==> src/rtl/mod_scale_up_if.sv <==
// Operand/result handshake bundle for mod_scale_up.
// DATA_W defaults to the shared arbitrary-width datapath size.
`ifndef DATA_SIZE_ARB
`define DATA_SIZE_ARB 32
`endif

interface mod_scale_up_if #(
    parameter int DATA_W = `DATA_SIZE_ARB
);
    logic              in_valid;
    logic              in_ready;
    logic [DATA_W-1:0] a;
    logic [DATA_W-1:0] q;
    logic              out_valid;
    logic              out_ready;
    logic [DATA_W-1:0] c;

    modport master (
        output in_valid, a, q, out_ready,
        input  in_ready, out_valid, c
    );

    modport slave (
        input  in_valid, a, q, out_ready,
        output in_ready, out_valid, c
    );
endinterface

==> src/rtl/mod_scale_up.sv <==
// Sequential pre-scaler: c = a * 2^SHIFT_BITS mod q, one double-and-subtract per clock.
// Define MODSCALE_PREREDUCE_EN to add a PRE state that folds operands in [q, 2q) first.
`ifndef DATA_SIZE_ARB
`define DATA_SIZE_ARB 32
`endif

// state | meaning
// IDLE  | waiting for an operand, in_ready high
// PRE   | one conditional subtract of q (MODSCALE_PREREDUCE_EN only)
// RUN   | SHIFT_BITS doublings, each reduced mod q
// DONE  | result presented, held until out_ready
module mod_scale_up #(
    parameter int DATA_W     = `DATA_SIZE_ARB,
    parameter int SHIFT_BITS = 16
) (
    input  logic          clk,
    input  logic          reset,
    mod_scale_up_if.slave bus
);

`ifdef MODSCALE_PREREDUCE_EN
    typedef enum logic [1:0] {
        S_IDLE = 2'd0,
        S_RUN  = 2'd1,
        S_DONE = 2'd2,
        S_PRE  = 2'd3
    } state_t;
`else
    typedef enum logic [1:0] {
        S_IDLE = 2'd0,
        S_RUN  = 2'd1,
        S_DONE = 2'd2
    } state_t;
`endif

    localparam logic [7:0] CNT_LAST = 8'(SHIFT_BITS - 1);

    state_t            state, state_nxt;
    logic [DATA_W:0]   acc, acc_nxt;
    logic [DATA_W-1:0] q_reg, q_nxt;
    logic [7:0]        cnt, cnt_nxt;
    logic [DATA_W:0]   q_ext;
    logic [DATA_W:0]   t;
    logic [DATA_W:0]   t_red;

    always_ff @(posedge clk or negedge reset) begin
        if (!reset) begin
            state <= S_IDLE;
            acc   <= '0;
            q_reg <= '0;
            cnt   <= '0;
        end else begin
            state <= state_nxt;
            acc   <= acc_nxt;
            q_reg <= q_nxt;
            cnt   <= cnt_nxt;
        end
    end

    // acc < q < 2^(DATA_W-1) in RUN, so the doubling never overflows DATA_W+1 bits
    always_comb begin
        state_nxt = state;
        acc_nxt   = acc;
        q_nxt     = q_reg;
        cnt_nxt   = cnt;
        q_ext     = {1'b0, q_reg};
        t         = acc << 1;
        t_red     = (t >= q_ext) ? (t - q_ext) : t;

        case (state)
            S_IDLE: begin
                if (bus.in_valid) begin
                    acc_nxt = {1'b0, bus.a};
                    q_nxt   = bus.q;
                    cnt_nxt = '0;
`ifdef MODSCALE_PREREDUCE_EN
                    state_nxt = S_PRE;
`else
                    state_nxt = S_RUN;
`endif
                end
            end
`ifdef MODSCALE_PREREDUCE_EN
            S_PRE: begin
                if (acc >= q_ext) begin
                    acc_nxt = acc - q_ext;
                end
                state_nxt = S_RUN;
            end
`endif
            S_RUN: begin
                acc_nxt = t_red;
                cnt_nxt = cnt + 8'd1;
                if (cnt == CNT_LAST) begin
                    state_nxt = S_DONE;
                end
            end
            S_DONE: begin
                if (bus.out_ready) begin
                    state_nxt = S_IDLE;
                end
            end
            default: state_nxt = S_IDLE;
        endcase
    end

    assign bus.in_ready  = (state == S_IDLE);
    assign bus.out_valid = (state == S_DONE);
    assign bus.c         = acc[DATA_W-1:0];

endmodule

==> src/flat_wrapper.sv <==
// flat-port wrapper written by rule: the top's interface ports become plain ports
module mod_scale_up_flat 
#(
    parameter int DATA_W     = `DATA_SIZE_ARB,
    parameter int SHIFT_BITS = 16
)
  (clk, reset, bus_in_valid, bus_a, bus_q, bus_out_ready, bus_in_ready, bus_out_valid, bus_c);
  mod_scale_up_if #(.DATA_W(DATA_W)) bus_i ();
  input  logic clk;
  input  logic reset;
  input wire logic [$bits(bus_i.in_valid)-1:0] bus_in_valid;
  input wire logic [$bits(bus_i.a)-1:0] bus_a;
  input wire logic [$bits(bus_i.q)-1:0] bus_q;
  input wire logic [$bits(bus_i.out_ready)-1:0] bus_out_ready;
  output wire logic [$bits(bus_i.in_ready)-1:0] bus_in_ready;
  output wire logic [$bits(bus_i.out_valid)-1:0] bus_out_valid;
  output wire logic [$bits(bus_i.c)-1:0] bus_c;
  assign bus_i.in_valid = bus_in_valid;
  assign bus_i.a = bus_a;
  assign bus_i.q = bus_q;
  assign bus_i.out_ready = bus_out_ready;
  assign bus_in_ready = bus_i.in_ready;
  assign bus_out_valid = bus_i.out_valid;
  assign bus_c = bus_i.c;
  mod_scale_up #(.DATA_W(DATA_W), .SHIFT_BITS(SHIFT_BITS)) u_core (.clk(clk), .reset(reset), .bus(bus_i));
endmodule
==> config.mk <==
export PLATFORM = sky130hd
export DESIGN_NAME = mod_scale_up_flat
export DESIGN_NICKNAME = d
export VERILOG_FILES = /design/src/rtl/mod_scale_up_if.sv /design/src/rtl/mod_scale_up.sv /design/src/flat_wrapper.sv
export SDC_FILE = /design/constraint.sdc
export NUM_CORES = 1
export LEC_CHECK = 0
export ABC_AREA = 1
export ABC_CLOCK_PERIOD_IN_PS = 4950
export CORE_UTILIZATION = 30
export CTS_CLUSTER_SIZE = 24
export DETAILED_ROUTE_END_ITERATION = 10
export GPL_ROUTABILITY_DRIVEN = 0
export GPL_TIMING_DRIVEN = 0
export PLACE_DENSITY = 0.6
export SYNTH_ARGS = -nofsm -noshare
export SYNTH_HDL_FRONTEND = slang
export SYNTH_SLANG_ARGS = --single-unit
==> constraint.sdc <==
create_clock -name clk -period 4.95 [get_ports clk]
set_clock_uncertainty 0.05 [all_clocks]
set_input_delay 0.495 -clock clk [delete_from_list [all_inputs] [get_ports clk]]
set_output_delay 0.495 -clock clk [all_outputs]
set_load 0.02 [all_outputs]
==> out/metrics.cfg <==
[status]
outcome=completed

[clock_tree]
root_buffer=clkbuf_16
clk_path_buf_depth=2
post-cts-setup-buffers=0
worst_skew_pair.late_latency_ns=0.36
cts_tree=done
htree_levels=3
cts-resized-gates=0
numCtsBuffers=9
holdBufCountCts=0
clock_sinks=74
clk_pin_slew_worst_paths_ns=0.07

[cells_and_area]
seqCellArea_sq_um=1850
layout_common_cells=nand2_1 (357), inv_1 (214), clkdlybuf4s50_1 (100), nand3_1 (81), dfrtp_1 (74)
diodes=0
fin_cells=1422
drive_gt1_frac=0.0480
nNetsFinal=1244
layout_commonest_cell=nand2_1
syn2layout_area_growth_pct=26.5
multi_input_area_sq_um=3560
fillers=2349

[critical_path]
cp_slowest_cell=dfrtp_1
crit_path_start_kind=register
endpoint_kind=register
cp.arrival_ns=2.80
critical_path_required_ns=5.15
cp_slowest_stage_delay_ns=0.40
critical_path_class=reg2reg
worst-path-max-fanout=10
cp_cell_sequence=ha_1, nand2_1, nor2_1, nand3_1, nor3_4, nor2_8, nand2_8, buf_6, nand3_1, nand2_1, a21oi_1

[routing]
drtAntennaViolNets=0
via_per_inst=4.54
drt-initial-drc-count=443
routedWlPerCell_microns=14.4
drt-total-wl_mm=20.5
drc=0
vias=6459
first_pass_iters=5

[logic_synthesis]
synth_nets=1131
ys_seq_area_frac=0.290
yosysUniqueCellTypes=44
async_flop_share=1.00
yosysTopAreaCellShare=0.290
synthesis.area_sq_um=6390
syn_area_per_cell_sq_um=6.21
synthCells=1029
synth_edf_count=0
synthTopCellsByArea=dfrtp_1 (29%), nand2_1 (21%), inv_1 (13%)
ys.warnings.count=0
synth_area_leader_cell=dfrtp_1
synth_ff_type=dfrtp_1
ys_ff_latch=74

[die]
die_w_microns=148
io_pins=102
rows=53
coreArea_sq_um=21000
die_h_microns=148
start_util=0.305
design.die.area_sq_um=21900

[global_route]
grt_pass1_wl_mm=33.6
grt_pass1_vias=6523
grt_overflow=0
grtUsageTotal=0.200
grt_antenna_before_repair=0
grt_max_degree=41

[flow_run]
cap_violations=0

[sta]
hold_viol_final=0
maxSlewHeadroom=0.502
max_freq_mhz=384
rsz0062_at_grt=false
tns_ns=0
period_needed_ns=2.60
post-route-period-util=0.526
maxSlewViolCount=0
worst_pin_slew_ns=0.747
setup_viol=0

[min_path]
min_path_type=in2async

[place]
portBuffers=101
dp_cells=1406
dpl.hpwl_mm=16.6

-- worst max-delay path, delay by kind of cell, from the launching register on --
kind	cells	cell delay, ns
AND/OR/NAND/NOR	8	1.43
buffers and inverters	1	0.19
flip-flops	1	0.40
adder cells (fa/ha/maj)	1	0.36
AO/OA/AOI/OAI	1	0.06
-- through the flow --
stage	hold slack (ns)	area (sq um)	worst slack, ns	utilization
5_1_grt	0.0825	8080	2.14	0.386
3_3_place_gp	0.467	7740	0.537	0.370
6_report	0.0462	8080	2.35	0.386
3_5_place_dp	0.442	7760	2.05	0.370
2_1_floorplan	0.149	6390	2.78	-
4_1_cts	0.0655	8080	2.38	0.386
-- final cells by class --
cell class / instances / share of cell area
Clock buffer: 9 / 0.0279
Sequential cell: 74 / 0.229
Clock inverter: 7 / 0.0116
Timing Repair Buffer: 102 / 0.127
Tap cell: 275 / 0.0426
Multi-Input combinational cell: 708 / 0.441
Inverter: 220 / 0.102
Buffer: 27 / 0.0187
-- layer usage --
layer | GRT usage | wire length [microns] | part of all wire
met1 | 0.268 | 9890 | 0.48
met2 | 0.323 | 9260 | 0.45
met3 | 0.0324 | 903 | 0.044
met4 | 0.0691 | 493 | 0.024
met5 | 0 | 0 | 0
-- final timing paths --
kind / slack [ns] / to / depth (start not counted) / startpoint
worst max-delay path: 2.35 / u_core.acc[26] / 11 / u_core.acc[4]
worst min-delay path: 0.05 / u_core.q_reg[20] / 1 / reset
worst max register to register: 2.35 / u_core.acc[26] / 11 / u_core.acc[4]
worst min register to register: 0.48 / u_core.cnt[0] / 1 / u_core.cnt[0]
max in group asynchronous: 4.21 / u_core.acc[9] / 2 / reset
min in group clk: 0.48 / u_core.cnt[0] / 1 / u_core.cnt[0]
-- Yosys cell counts, drive strengths merged, types with 2 or more instances --
master and number:
dfrtp 74, nand2 368, xor2 3, inv 217, clkbuf 17, a21oi 27, o31ai 4, o21ai 74
a21boi 17, nor4 2, nor3 4, nand4 10, clkinv 3, nor2 55, ha 33, xnor2 12
o21a 2, and2 4, nand3 83, o22ai 2, o21bai 3, buf 10
-- logic make-up (layout without fill, tap and decap cells) --
| kind of cell | after synthesis | after routing | synth area share |
|---|---|---|---|
| and+or+nand+nor | 528 | 528 | 0.352 |
| buffers and inverters | 247 | 365 | 0.153 |
| AOI/OAI and AO/OA | 131 | 131 | 0.117 |
| DFF | 74 | 74 | 0.290 |
| adders and majority gates | 34 | 34 | 0.0678 |
| xor gates and xnor gates | 15 | 15 | 0.0206 |
Power is left out: the tool's default activity adds up to more than one toggle a clock period on the data nets, which glitch-free logic cannot reach.
